### config.mk
export PLATFORM = sky130hd
export DESIGN_NAME = bus_arbiter
export DESIGN_NICKNAME = d
export VERILOG_FILES = /design/src/rtl/bus_arbiter.sv
export SDC_FILE = /design/constraint.sdc
export NUM_CORES = 1
export LEC_CHECK = 0
export ABC_CLOCK_PERIOD_IN_PS = 2300
export BUFFER_PORTS_ARGS = -buffer_cell sky130_fd_sc_hd__clkbuf_2
export CELL_PAD_IN_SITES_DETAIL_PLACEMENT = 1
export CELL_PAD_IN_SITES_GLOBAL_PLACEMENT = 1
export CORE_MARGIN = 2
export CORE_UTILIZATION = 41
export DETAILED_ROUTE_END_ITERATION = 8
export PLACE_DENSITY_LB_ADDON = 0.3
export SKIP_CTS_REPAIR_TIMING = 1
export SLEW_MARGIN = 20
export SYNTH_ARGS = -nofsm -noshare
export SYNTH_HDL_FRONTEND = slang
export SYNTH_SLANG_ARGS = --single-unit
### constraint.sdc
create_clock -name clk -period 2.3 [get_ports clk]
set_input_delay 0.345 -clock clk [delete_from_list [all_inputs] [get_ports clk]]
set_output_delay 0.345 -clock clk [all_outputs]
set_load 0.005 [all_outputs]
### src/rtl/bus_arbiter.sv
// Round-robin bus arbiter with one-cycle turnaround gap and hold timeout.
// Grants are registered; a stuck owner is forcibly released after TIMEOUT cycles.
module bus_arbiter #(
    parameter int NUM_REQ = 3,
    parameter int TIMEOUT = 255
) (
    input  logic               clk,
    input  logic               rst,
    input  logic [NUM_REQ-1:0] req,
    input  logic [NUM_REQ-1:0] done,
    output logic [NUM_REQ-1:0] gnt,
    output logic [1:0]         gnt_id,
    output logic               busy,
    output logic               timeout_err
);

    typedef enum logic [1:0] {
        IDLE = 2'd0,
        OWN  = 2'd1,
        GAP  = 2'd2
    } state_t;

    localparam logic [7:0] HOLD_LAST = 8'(TIMEOUT - 1);
    localparam logic [1:0] PTR_RST   = 2'(NUM_REQ - 1);

    state_t             state, state_n;
    logic [NUM_REQ-1:0] gnt_n;
    logic [1:0]         gnt_id_n;
    logic               busy_n;
    logic               terr_n;
    logic [7:0]         hold_cnt, hold_n;
    logic [1:0]         ptr, ptr_n;

    logic               found;
    logic [1:0]         pick_id;
    logic               own_done;
    logic               own_req;

    // Rotating priority: search upward from the slot after the last owner.
    always_comb begin
        int idx;
        idx     = 0;
        found   = 1'b0;
        pick_id = '0;
        for (int i = 1; i <= NUM_REQ; i++) begin
            idx = int'(ptr) + i;
            if (idx >= NUM_REQ)
                idx = idx - NUM_REQ;
            if (!found && req[idx]) begin
                found   = 1'b1;
                pick_id = 2'(idx);
            end
        end
    end

    assign own_done = |(done & gnt);
    assign own_req  = |(req & gnt);

    always_comb begin
        state_n  = state;
        gnt_n    = gnt;
        gnt_id_n = gnt_id;
        busy_n   = busy;
        terr_n   = 1'b0;
        hold_n   = hold_cnt;
        ptr_n    = ptr;
        unique case (state)
            IDLE: begin
                gnt_n    = '0;
                gnt_id_n = '0;
                busy_n   = 1'b0;
                if (found) begin
                    state_n         = OWN;
                    gnt_n[pick_id]  = 1'b1;
                    gnt_id_n        = pick_id;
                    busy_n          = 1'b1;
                    hold_n          = '0;
                    ptr_n           = pick_id;
                end
            end
            OWN: begin
                // A real release always wins over a coincident timeout.
                if (own_done || !own_req) begin
                    state_n  = GAP;
                    gnt_n    = '0;
                    gnt_id_n = '0;
                    busy_n   = 1'b0;
                    hold_n   = '0;
                end else if (hold_cnt == HOLD_LAST) begin
                    state_n  = GAP;
                    gnt_n    = '0;
                    gnt_id_n = '0;
                    busy_n   = 1'b0;
                    hold_n   = '0;
                    terr_n   = 1'b1;
                end else begin
                    hold_n = hold_cnt + 8'd1;
                end
            end
            GAP: begin
                state_n  = IDLE;
                gnt_n    = '0;
                gnt_id_n = '0;
                busy_n   = 1'b0;
            end
            default: begin
                state_n  = IDLE;
                gnt_n    = '0;
                gnt_id_n = '0;
                busy_n   = 1'b0;
                hold_n   = '0;
            end
        endcase
    end

    always_ff @(posedge clk) begin
        if (rst) begin
            state       <= IDLE;
            gnt         <= '0;
            gnt_id      <= '0;
            busy        <= 1'b0;
            timeout_err <= 1'b0;
            hold_cnt    <= '0;
            ptr         <= PTR_RST;
        end else begin
            state       <= state_n;
            gnt         <= gnt_n;
            gnt_id      <= gnt_id_n;
            busy        <= busy_n;
            timeout_err <= terr_n;
            hold_cnt    <= hold_n;
            ptr         <= ptr_n;
        end
    end

endmodule

## Word-level counts from Yosys, hierarchy flattened

Index checks and enable logic that the tools add are counted.

| operators by class | value |
|---|---|
| mux-type cells | 41 |
| equal/unequal tests | 5 |
| reduce and logical (&&, ||, !) cells | 14 |
| $add $sub $neg | 7 |
| bitwise operators | 4 |
| order comparisons | 8 |

Operators with widths:

| cell | number |
|---|---|
| 32-bit by 4-bit less-than comparator with 1-bit output, second input constant | 3 |
| 32-bit 2-to-1 mux | 3 |
| 8-bit 2-to-1 mux | 3 |
| 8-bit one-hot mux with 3 select lines | 1 |
| 2-bit 2-to-1 mux | 9 |
| 1-bit 2-to-1 mux | 14 |
| 3-bit by 2-bit subtractor with 4-bit output, second input constant | 3 |
| 3-bit by 2-bit greater-or-equal comparator with 1-bit output, second input constant | 3 |
| 3-bit 2-to-1 mux | 3 |
| 3-bit OR reduction | 3 |
| 8-bit by 1-bit adder with 8-bit output, second input constant | 1 |
| 8-bit == test, second input constant | 1 |
| 2-bit one-hot mux with 2 select lines | 2 |
| 2-bit by 2-bit adder with 3-bit output, second input constant | 2 |
| 3-bit bitwise AND | 2 |
| 1-bit binary-select mux with 2-bit select | 3 |
| 3-bit one-hot mux with 2 select lines | 1 |
| 2-bit AND reduction | 3 |
| 2-bit by 1-bit adder with 3-bit output, second input constant | 1 |
| 1-bit logical AND | 3 |
| 1-bit logical NOT | 3 |
| 2-bit by 3-bit less-than comparator with 1-bit output, second input constant | 1 |
| 3-bit inequality test, second input constant | 1 |
| 1-bit demux with 2-bit select | 1 |
| other kinds (8) | 9 |

| word-level totals | value |
|---|---|
| logic and storage cells | 86 |
| flip-flop bits (word level) | 19 |
| input port bits | 8 |

## Logic depth before layout (Yosys ltp)

Gate-level depths: netlist of the first run.

| logic depth | value |
|---|---|
| depth after elaboration | 19 |
| gate-level depth with buffers | 8 |
| mapped depth without buffers | 7 |

## Worst setup path before layout of the first run

OpenSTA, ideal clock, no wires.

| timing | value |
|---|---|
| path kind | register to register |
| start | register ptr[0] |
| end | register hold_cnt[0] |
| required time | 2.172 ns |
| data arrival time | 1.909 ns |
| buffers on the path | 1 |
| setup slack | 0.263 ns |
| library setup time | 0.128 ns |
| stages on the path, launching flop included | 9 |
| clock period less this slack | 2.037 ns |
| cell sequence | dfxtp_1 -> inv_1 -> ha_1 -> buf_2 -> mux2i_1 -> o211a_1 -> a32oi_1 -> mux2_2 -> nor2_1 |

| on the way | value |
|---|---|
| word-level cells in the longest chain between the ends | 15 |
| elaborated cells on any way between the ends | 30 |
| classes of those cells | add/sub (6); order compare (3); eq/ne (1); mux (15); reduce/logical (5) |

RTL lines:

| item | RTL line | RTL |
|---|---|---|
| from (decl) | 32 | `logic [1:0] ptr, ptr_n;` |
| from (signal assigned) | 132 | `ptr <= ptr_n;` |
| 2-bit by 1-bit adder with 3-bit output | 46 | `idx = int'(ptr) + i;` |
| 3-bit by 2-bit subtractor with 4-bit output / 3-bit by 2-bit greater-or-equal comparator with 1-bit output (equally long branches) | 48, 47 |  |
| 32-bit 2-to-1 mux | 47 | `if (idx >= NUM_REQ)` |
| 1-bit binary-select mux with 2-bit select | 49 | `if (!found && req[idx]) begin` |
| 1-bit 2-to-1 mux (implied by the code) (2 in series) | 49 |  |
| 1-bit 2-to-1 mux | 49 |  |
| 1-bit logical NOT | 49 |  |
| 1-bit logical AND | 49 |  |
| 1-bit 2-to-1 mux | 49 |  |
| 1-bit logical NOT | 49 |  |
| 1-bit logical AND | 49 |  |
| 1-bit 2-to-1 mux * | 49 |  |
| 2-bit inequality test (no source line) * | - |  |
| 2-bit AND reduction (no source line) * | - |  |
| to (signal assigned) | 131 | `hold_cnt <= hold_n;` |
| to (decl) | 31 | `logic [7:0] hold_cnt, hold_n;` |

Every way passes the cells marked *; elsewhere a longest branch is shown, timed or not. The select of a mux whose other input is x is not followed.
A chain may end at the register's enable or synchronous reset.

## Worst setup path in the final report of the first run

| timing | value |
|---|---|
| start | register ptr[0] |
| end | register hold_cnt[3] |

The elaborated chain is that of the path after synthesis.

==> key figures, run 1 <==
Outcome
  – Status: complete, no violations

Timing
  – Part of the cycle the worst path needs: 0.947
  – Clock skew: 7.75 ps
  – Hold Fails Final Rpt: 0
  – Relative slew slack: 0.664
  – WHS: 463 ps
  – RSZ-0062 raised after global routing: no
  – Worst-margin pin slew: 502 ps
  – Slew Viols, Final: 0
  – Fmax: 459 MHz
  – Final Setup Violations: 0
  – Final min period: 2180 ps

Floorplanning
  – I/O Pins: 15
  – Die Y: 54.5 um
  – Die W: 54.5 um
  – Initial Util: 0.426
  – Total core area: 2450 sq um
  – Std-Cell Rows: 18
  – Die area: 2970 sq um

Clock network
  – Root buf cell: clkbuf_4
  – CTS sink cnt: 19
  – Total CTS buffers: 3
  – Clk pin slew, worst setup/hold paths: 110 ps
  – H-tree levels: 1
  – Clock tree buffer depth: 2
  – CTS tree: built
  – Clk Latency, worst-skew pair: 300 ps

Synthesis
  – Mapped Area: 1040 sq um
  – Seq cells post-synth: 19
  – Post-synth top area share: 0.364
  – Post-synth top cells: 19 x dfxtp_1, 9 x nand2_1, 8 x a21oi_1
  – Syn. warnings: 0
  – Ys flop type: dfxtp_1
  – Syn Inst Count: 121
  – Ranking of synthesized cells by area: dfxtp_1 36%, ha_1 6.0%, a21oi_1 3.8%
  – Syn avg cell area: 8.63 sq um
  – Count leader, synth: dfxtp_1
  – Distinct cells, synth: 41
  – Post-Syn Nets: 134
  – Post-synth EDFFs: 0
  – Yosys top cell by area: dfxtp_1
  – Post-synthesis sequential area ratio: 0.364
  – Ys async rst share: 0

Drt
  – Wire per inst: 16.1 um
  – Vias per cell: 6.05
  – DRT Pass-1 Iters: 4
  – Routed Antenna Nets: 0
  – Total vias in the final route: 1,010
  – Drt first-iter violations: 17
  – DRC: 0
  – Total wire length: 2.69 mm

Placed design
  – Number of I/O port buffers: 14
  – Detailed placement HPWL: 2.02 mm
  – Gpl congestion: 0.740
  – Placed Cells: 163

Power
  – Pwr/cell area: 1060 nW/um^2
  – Worst VDD drop: 0.605 mV
  – Sw frac: 0.414
  – Part of the power in registers: 0.361
  – Clock share of power: 0.137
  – Combinational share of power: 0.502
  – Int Pwr: 739 uW
  – Sw Pwr: 523 uW
  – P_leak: 0.467 nW

Finish
  – Nets: 151
  – Layout Utilization: 0.484
  – Synth-to-layout area growth: 13.8%
  – Inserted Diodes: 0
  – Layout Cells excl Fill: 167
  – Share of layout cells above drive strength 1: 0.204
  – FF/Latch Area: 382 sq um
  – Area of the multi-input gates: 627 sq um
  – Number of fill cells: 321

Worst setup path
  – Worst Path Required: 2530 ps
  – CP endpoint kind: flop
  – Setup CP Type: reg2reg
  – CP arrival: 2410 ps
  – Startpoint types: flop
  – CP Max Fanout: 9

Global routing
  – Gr ovfl total: 0
  – GRT Total Usage: 0.196
  – Global-route wire length before repair: 4.31 mm
  – Initial antenna violation count: 0
  – Vias in the first global route: 966
  – Largest net degree at the start of global routing: 24

Worst hold path
  – Worst Hold Class: in2reg

Flow run
  – MaxCap Viol Count: 0
layout make-up:
cell class	count	share of cell area
Multi-Input combinational cell	91	0.527
Sequential cell	19	0.321
Timing Repair Buffer	17	0.0779
Tap cell	30	0.0316
Clock buffer	3	0.0189
Inverter	6	0.0189
Clock inverter	1	0.00421
metal layers:
metal	vias up	share of wire	wire, um	GRT usage
met5	-	0	0	0
met4	0	0	0	0.0417
met3	0	0.032	86	0.0273
met2	20	0.51	1360	0.327
met1	498	0.46	1240	0.268
li1	492	-	-	-
power groups by stage:
| stage | clock, mW | sequential [mW] | combinational [mW] |
|---|---|---|---|
| 3_3_place_gp | 0 | 0.457 | 0.582 |
| 3_5_place_dp | 0 | 0.461 | 0.614 |
| 4_1_cts | 0.180 | 0.453 | 0.620 |
| 6_report | 0.173 | 0.456 | 0.633 |
| 5_1_grt | 0.190 | 0.464 | 0.703 |
| 2_1_floorplan | 0 | 0.446 | 0.412 |
kinds of logic after synthesis:
| kind of cell | Yosys count | share of synthesized area |
|---|---|---|
| AOI/OAI and AO/OA | 37 | 0.266 |
| adders and majority gates | 5 | 0.0599 |
| buffers and inverters | 11 | 0.0431 |
| DFF | 19 | 0.364 |
| muxes | 4 | 0.0407 |
| and+or+nand+nor | 45 | 0.226 |
stage by stage:
stage          cell area, sq um  setup slack [ps]  total power, mW  setup TNS (ps)
3_3_place_gp               1150               155             1.04               0
6_report                   1190               123             1.26               0
5_1_grt                    1190              22.3             1.36               0
3_5_place_dp               1150             -48.5             1.08           -48.5
4_1_cts                    1180              -108             1.25            -176
2_1_floorplan              1040               263            0.858               0
worst max-delay path: stages, from the launching register on:
cell     delay, ps
dfxtp_2        400
inv_1          110
ha_2           430
mux2i_2        280
o211a_1        170
a32oi_1        100
buf_4          180
or2_2          270
a31oi_1        150
cells in the final DEF (no fill, tap or decap), drive strengths merged, types with 2 or more instances in the layout:
cell type	count
or3	2
mux2i	2
buf	3
a21oi	8
nor2	5
nand3	7
nand2	9
o211a	4
nand3b	3
o31ai	3
o32ai	2
nor2b	3
clkbuf	17
a41oi	2
a311oi	2
nand2b	4
a222oi	2
mux2	2
nor3	6
o21ai	4
dfxtp	19
ha	5
inv	6
sequential cells by signal, summed over array words and instances (netlist names):
name and cells:
state 2, hold_cnt 8, gnt 3, gnt_id 2
timeout_err 1, ptr 2, busy 1
worst paths after layout:
| kind | start | to | slack (ps) | cells after the start |
|---|---|---|---|---|
| worst max-delay path | ptr[0]$_SDFFE_PP0P_ | hold_cnt[3]$_SDFFE_PP0P_ | 120 | 8 |
| worst min-delay path | done[1] | timeout_err$_SDFF_PP0_ | 460 | 4 |
| worst max register to register | ptr[0]$_SDFFE_PP0P_ | hold_cnt[3]$_SDFFE_PP0P_ | 120 | 8 |
| worst min register to register | gnt_id[1]$_SDFFE_PP0P_ | gnt_id[1]$_SDFFE_PP0P_ | 470 | 2 |
Power figures use the tool's default switching activity.
==> run 2: changes to the inputs <==
--- a/config.mk
+++ b/config.mk
@@ -6,12 +6,12 @@
 export NUM_CORES = 1
 export LEC_CHECK = 0
 export ABC_CLOCK_PERIOD_IN_PS = 2300
-export BUFFER_PORTS_ARGS = -buffer_cell sky130_fd_sc_hd__clkbuf_2
 export CELL_PAD_IN_SITES_DETAIL_PLACEMENT = 1
 export CELL_PAD_IN_SITES_GLOBAL_PLACEMENT = 1
 export CORE_MARGIN = 2
-export CORE_UTILIZATION = 41
+export CORE_UTILIZATION = 45
 export DETAILED_ROUTE_END_ITERATION = 8
+export DONT_BUFFER_PORTS = 1
 export PLACE_DENSITY_LB_ADDON = 0.3
 export SKIP_CTS_REPAIR_TIMING = 1
 export SLEW_MARGIN = 20
==> run 2 against run 1 <==
Critical endpoint is now gnt_id[0]$_SDFFE_PP0P_. Sequential power hardly changed. Critical path depth stayed put. Clock power is 3% lower. Global-route usage is 2.2 points higher.
==> key figures, run 2 (synthesis gave the netlist of run 1 again) <==
Timing
  – Part of the cycle the worst path needs: 0.918 (-0.0290)
  – Slew Viols, Final: 0 (unchanged)
  – WHS: 95.8 ps (-368 ps)
  – Fin Setup TNS: 0 ps (unchanged)
  – Relative slew slack: 0.743 (+0.0787)
  – Final min period: 2110 ps (-66.8 ps)
  – Fmax: 474 MHz (+3.2%)
  – Final Setup Violations: 0 (unchanged)
  – RSZ-0062 raised after global routing: no
  – Worst-margin pin slew: 382 ps (-120 ps)
  – Hold Fails Final Rpt: 0 (unchanged)
  – Clock skew: 8.25 ps (+0.505 ps)

Worst setup path
  – R2r startpoint: ptr[0]$_SDFFE_PP0P_
  – Critical path buffers and inverters: 2 (unchanged)
  – CP Max Fanout: 6 (-3)
  – CP max stage cell: dfxtp_1
  – Worst Path Required: 2500 ps (-30 ps)
  – Max incr delay on CP: 360 ps (-70 ps)
  – CP endpoint kind: flop
  – Critical path's top delay family: compound AO/OA/AOI/OAI gates
  – Cell chain of the critical path: inv_1, ha_1, a22o_1, o21ai_0, nand2_1, o21ai_1, buf_4, o31ai_1
  – Reg-to-reg slack, setup: 190 ps (+70 ps)
  – Reg-to-reg endpoint: gnt_id[0]$_SDFFE_PP0P_
  – Worst Reg-to-Reg Cells: 8 (unchanged)
  – Setup CP Type: reg2reg
  – Startpoint types: flop
  – CP arrival: 2310 ps (-100 ps)

Finish
  – Max FFs per register: 8 (unchanged)
  – Final Instance Area: 1130 sq um (-4.6%)
  – Biggest regs: hold_cnt x8, gnt x3
  – Inserted Diodes: 0 (unchanged)
  – Nets: 140 (-7.3%)
  – Share of layout cells above drive strength 1: 0.119 (-0.0853)
  – Layout Cells excl Fill: 154 (-7.8%)
  – Biggest register: hold_cnt
  – Commonest non-fill, non-tap cell in the layout: dfxtp_1
  – Synth-to-layout area growth: 8.50%
  – Most frequent cells in the layout: 19 x dfxtp_1, 9 x nand2_1, 8 x a21oi_1

Floorplanning
  – Std-Cell Rows: 17 (-1)
  – Total core area: 2210 sq um (-9.9%)
  – Die Y: 52.2 um (-4.2%)
  – Initial Util: 0.472 (+0.0467)
  – Die area: 2720 sq um (-8.2%)
  – I/O Pins: 15 (unchanged)
  – Die W: 52.2 um (-4.2%)

Drt
  – DRC: 0 (unchanged)
  – Vias per cell: 6.16 (+1.9%)
  – Routed Antenna Nets: 0 (unchanged)
  – Total vias in the final route: 949 (-6.0%)
  – DRT Pass-1 Iters: 5 (+1)
  – Wire per inst: 17.2 um (+7.0%)
  – Drt first-iter violations: 21 (+4)
  – Total wire length: 2.66 mm (-1.4%)

Power
  – Sw frac: 0.404 (-0.0107)
  – Tot Pwr: 1.23 mW (-2.2%)
  – Part of the power in registers: 0.367 (+0.006)
  – Worst VDD drop: 0.610 mV (+0.78%)
  – Clock share of power: 0.136 (about the same)
  – Combinational share of power: 0.496 (-0.006)
  – Int Pwr: 735 uW (-0.45%)
  – Pwr/cell area: 1090 nW/um^2 (+2.5%)
  – P_leak: 0.423 nW (-9.5%)
  – Sw Pwr: 498 uW (-4.8%)

Worst hold path
  – Worst hold start: rst
  – Worst Hold Class: in2reg
  – Hold endpoint: gnt_id[1]$_SDFFE_PP0P_
  – Hold Path Stages: 1 (-3)

Clock network
  – Total CTS buffers: 3 (unchanged)
  – Clock tree buffer depth: 2 (unchanged)
  – Clk Latency, worst-skew pair: 300 ps (about the same)
  – CTS sink cnt: 19 (unchanged)
  – CTS tree: built
  – H-tree levels: 1 (unchanged)
  – Root buf cell: clkbuf_4
  – Clk pin slew, worst setup/hold paths: 110 ps (about the same)

Placed design
  – Placed Cells: 150 (-8.0%)
  – Detailed placement HPWL: 1.99 mm (-1.4%)
  – Number of I/O port buffers: 0 (-14)
  – Placed cell areas: 1100 sq um (-4.3%)
  – Gpl congestion: 0.877 (+18%)

Global routing
  – Largest net degree at the start of global routing: 24 (unchanged)
  – Initial antenna violation count: 0 (unchanged)
  – GRT Total Usage: 0.218 (+0.0222)
  – Global-route wire length before repair: 4.46 mm (+3.5%)
  – Vias in the first global route: 954 (-1.2%)
  – Gr ovfl total: 0 (unchanged)

Outcome
  – Status: complete, no violations

Flow run
  – MaxCap Viol Count: 0 (unchanged)
## run 2: per-layer routing
layer | wire length (um) | track usage | vias to the layer above
met5 | 0 | 0 | -
met4 | 14 | 0.0641 | 0
met3 | 105 | 0.0486 | 2
met2 | 1260 | 0.342 | 14
met1 | 1270 | 0.301 | 466
li1 | - | - | 467
## run 2: power by group through the flow
| stage | Sequential [mW] | Combinational (mW) | Clock, mW |
|---|---|---|---|
| floorplan | 0.446 | 0.412 | 0 |
| global placement | 0.456 | 0.567 | 0 |
| detailed placement | 0.461 | 0.596 | 0 |
| CTS | 0.453 | 0.601 | 0.175 |
| global route | 0.460 | 0.679 | 0.185 |
| finish | 0.453 | 0.612 | 0.168 |
## run 2: worst reg2reg max path, stage by stage (launching register included)
cell,delay [ps]
dfxtp_1,360
inv_1,100
ha_1,290
a22o_1,240
o21ai_0,270
nand2_1,190
o21ai_1,310
buf_4,190
o31ai_1,70
## run 2: metrics by stage
| stage | utilization | setup slack, ps |
|---|---|---|
| 3_3_place_gp | 0.498 | 236 |
| 6_report | 0.512 | 190 |
| 2_1_floorplan | - | 263 |
| 3_5_place_dp | 0.498 | 208 |
| 5_1_grt | 0.512 | 38.5 |
| 4_1_cts | 0.511 | 152 |
## run 2: worst max path at each step
stage	slack, ps	to	depth (start not counted)	startpoint
global placement	240	gnt[0]$_SDFFE_PP0P_	7	ptr[0]$_SDFFE_PP0P_
global route	40	gnt_id[0]$_SDFFE_PP0P_	8	ptr[0]$_SDFFE_PP0P_
floorplan	260	hold_cnt[0]$_SDFFE_PP0P_	8	ptr[0]$_SDFFE_PP0P_
CTS	150	gnt[0]$_SDFFE_PP0P_	7	ptr[0]$_SDFFE_PP0P_
finish	190	gnt_id[0]$_SDFFE_PP0P_	8	ptr[0]$_SDFFE_PP0P_
detailed placement	210	hold_cnt[3]$_SDFFE_PP0P_	8	ptr[0]$_SDFFE_PP0P_
## run 2: area by class of cell
type / instances / area, sq um
Tap cell: 28 / 35.0
Inverter: 6 / 22.5
Timing Repair Buffer: 6 / 45.0
Fill cell: 286 / 1080
Clock inverter: 1 / 5.00
Multi-Input combinational cell: 91 / 623
Sequential cell: 19 / 380
Clock buffer: 3 / 22.5
==> run 3: changes to the inputs <==
--- a/config.mk
+++ b/config.mk
@@ -6,12 +6,11 @@
 export NUM_CORES = 1
 export LEC_CHECK = 0
 export ABC_CLOCK_PERIOD_IN_PS = 2300
-export CELL_PAD_IN_SITES_DETAIL_PLACEMENT = 1
-export CELL_PAD_IN_SITES_GLOBAL_PLACEMENT = 1
 export CORE_MARGIN = 2
-export CORE_UTILIZATION = 45
+export CORE_UTILIZATION = 48
 export DETAILED_ROUTE_END_ITERATION = 8
 export DONT_BUFFER_PORTS = 1
+export GPL_ROUTABILITY_DRIVEN = 0
 export PLACE_DENSITY_LB_ADDON = 0.3
 export SKIP_CTS_REPAIR_TIMING = 1
 export SLEW_MARGIN = 20
==> run 3 against run 2 <==
Utilization up 4.4 points. Critical path depth unchanged. Setup slack worse by 38 ps. Sequential share of layout area up 0.56 points. Non-clock buffer count down 2. Power down 4.9%. Count of clock-buffer cells in the layout unchanged. Clock power about the same. Die area down 5.8%.
==> key figures, run 3 (synthesis gave the netlist of run 1 again) <==
Clock network
  – CTS tree: built
  – Root buf cell: clkbuf_4
  – Clk pin slew, worst setup/hold paths: 110 ps (about the same)
  – Total CTS buffers: 3 (unchanged)
  – Clock tree buffer depth: 2 (unchanged)
  – CTS sink cnt: 19 (unchanged)
  – Clk Latency, worst-skew pair: 290 ps (about the same)
  – H-tree levels: 1 (unchanged)

Finish
  – Biggest regs: hold_cnt x8, gnt x3
  – Inserted Diodes: 0 (unchanged)
  – Nets: 138 (-1.4%)
  – Synth-to-layout area growth: 6.71%
  – Share of layout cells above drive strength 1: 0.0968 (-0.0223)
  – Commonest non-fill, non-tap cell in the layout: dfxtp_1
  – Biggest register: hold_cnt
  – Number of fill cells: 196 (-31%)
  – Layout Cells excl Fill: 151 (-1.9%)
  – Area of the multi-input gates: 621 sq um (-0.40%)
  – FF/Latch Area: 380 sq um (unchanged)
  – Max FFs per register: 8 (unchanged)
  – Most frequent cells in the layout: 19 x dfxtp_1, 9 x nand2_1, 8 x a21oi_1

Worst setup path
  – Reg-to-reg endpoint: hold_cnt[3]$_SDFFE_PP0P_
  – Startpoint types: flop
  – CP max stage cell: ha_1
  – CP Max Fanout: 9 (+3)
  – Cell chain of the critical path: inv_1, ha_1, mux2i_1, o211a_1, a32oi_1, buf_4, or2_2, a31oi_1
  – Max incr delay on CP: 430 ps (+70 ps)
  – CP arrival: 2370 ps (+60 ps)
  – Setup CP Type: reg2reg
  – R2r startpoint: ptr[1]$_SDFFE_PP1P_
  – Reg-to-reg slack, setup: 150 ps (-40 ps)
  – Worst Path Required: 2530 ps (+30 ps)
  – CP endpoint kind: flop
  – Worst Reg-to-Reg Cells: 8 (unchanged)

Floorplanning
  – I/O Pins: 15 (unchanged)
  – Initial Util: 0.522 (+0.0496)
  – Die area: 2570 sq um (-5.8%)
  – Total core area: 2000 sq um (-9.5%)
  – Std-Cell Rows: 16 (-1)
  – Die Y: 50.7 um (-2.9%)
  – Die W: 50.7 um (-2.9%)

Timing
  – Slew Viols, Final: 0 (unchanged)
  – Hold Fails Final Rpt: 0 (unchanged)
  – Fin Setup TNS: 0 ps (unchanged)
  – Clock skew: 3.29 ps (-4.97 ps)
  – Relative slew slack: 0.702 (-0.0409)
  – Part of the cycle the worst path needs: 0.934 (+0.0166)
  – Fmax: 465 MHz (-1.8%)
  – RSZ-0062 raised after global routing: no
  – Final Setup Violations: 0 (unchanged)
  – Final min period: 2150 ps (+38.2 ps)
  – WHS: 103 ps (+7.61 ps)
  – Worst-margin pin slew: 445 ps (+63.1 ps)

Drt
  – Routed Antenna Nets: 0 (unchanged)
  – DRC: 0 (unchanged)
  – Total wire length: 2.21 mm (-17%)
  – Drt first-iter violations: 19 (-9.5%)
  – DRT Pass-1 Iters: 4 (-1)
  – Vias per cell: 6.11 (-0.91%)
  – Wire per inst: 14.6 um (-15%)
  – Total vias in the final route: 922 (-2.8%)

Power
  – Part of the power in registers: 0.384 (+0.017)
  – Clock share of power: 0.143 (+0.007)
  – P_leak: 0.414 nW (-2.0%)
  – Pwr/cell area: 1050 nW/um^2 (-3.3%)
  – Int Pwr: 708 uW (-3.8%)
  – Worst VDD drop: 0.584 mV (-4.3%)
  – Combinational share of power: 0.473 (-0.023)
  – Sw frac: 0.396 (-0.00728)
  – Sw Pwr: 465 uW (-6.6%)

Global routing
  – Global-route wire length before repair: 3.69 mm (-17%)
  – Vias in the first global route: 866 (-9.2%)
  – Largest net degree at the start of global routing: 24 (unchanged)
  – GRT Total Usage: 0.185 (-0.0338)
  – Gr ovfl total: 0 (unchanged)
  – Initial antenna violation count: 0 (unchanged)

Placed design
  – Placed Cells: 147 (-2.0%)
  – Detailed placement HPWL: 1.63 mm (-18%)
  – Number of I/O port buffers: 0 (unchanged)

Worst hold path
  – Hold endpoint: gnt_id[1]$_SDFFE_PP0P_
  – Worst hold start: rst
  – Hold Path Stages: 1 (unchanged)
  – Worst Hold Class: in2reg

Outcome
  – Status: complete, no violations

Flow run
  – MaxCap Viol Count: 0 (unchanged)
## run 3: power groups by stage
stage	clock network (mW)	registers, mW	logic [mW]
floorplan	0	0.446	0.412
global placement	0	0.456	0.537
detailed placement	0	0.457	0.547
CTS	0.173	0.450	0.549
global route	0.189	0.458	0.614
finish	0.167	0.450	0.555
## run 3: how the worst max path moves through the flow
stage / from / end / depth (start not counted)
after detailed placement: ptr[1]$_SDFFE_PP1P_ / hold_cnt[3]$_SDFFE_PP0P_ / 8
after CTS: ptr[1]$_SDFFE_PP1P_ / hold_cnt[3]$_SDFFE_PP0P_ / 8
final: ptr[1]$_SDFFE_PP1P_ / hold_cnt[3]$_SDFFE_PP0P_ / 8
after global routing: ptr[1]$_SDFFE_PP1P_ / hold_cnt[3]$_SDFFE_PP0P_ / 8
after floorplan: ptr[0]$_SDFFE_PP0P_ / hold_cnt[0]$_SDFFE_PP0P_ / 8
after global placement: ptr[0]$_SDFFE_PP0P_ / hold_cnt[3]$_SDFFE_PP0P_ / 8
## run 3: final cells by class
cell class,instances,area share
clock inverter,1,0.00449
multi-input combinational,91,0.557
inverter,6,0.0202
tap,27,0.0303
clock buffer,3,0.0202
sequential,19,0.341
timing repair buffer,4,0.0269
## run 3: through the flow
stage / util / area [sq um] / setup slack [ps] / total power, mW
after detailed placement: 0.543 / 1090 / 204 / 1.00
after global placement: 0.543 / 1090 / 272 / 0.993
after CTS: 0.556 / 1110 / 180 / 1.17
after floorplan: - / 1040 / 263 / 0.858
final: 0.557 / 1110 / 152 / 1.17
after global routing: 0.557 / 1110 / 1.79 / 1.26
## run 3: worst max-delay path, delay by kind of cell (launching register included)
family                     cells  cell delay [ps]
adders and majority gates      1              430
DFF                            1              380
and+or+nand+nor                1              270
buffers and inverters          2              270
muxes                          1              320
AOI/OAI and AO/OA              3              420
## run 3: per-layer routing
| metal | wire, um | global-route usage |
|---|---|---|
| met1 | 1050 | 0.242 |
| met5 | 0 | 0 |
| met2 | 1050 | 0.309 |
| met4 | 14 | 0.0676 |
| met3 | 84 | 0.0238 |
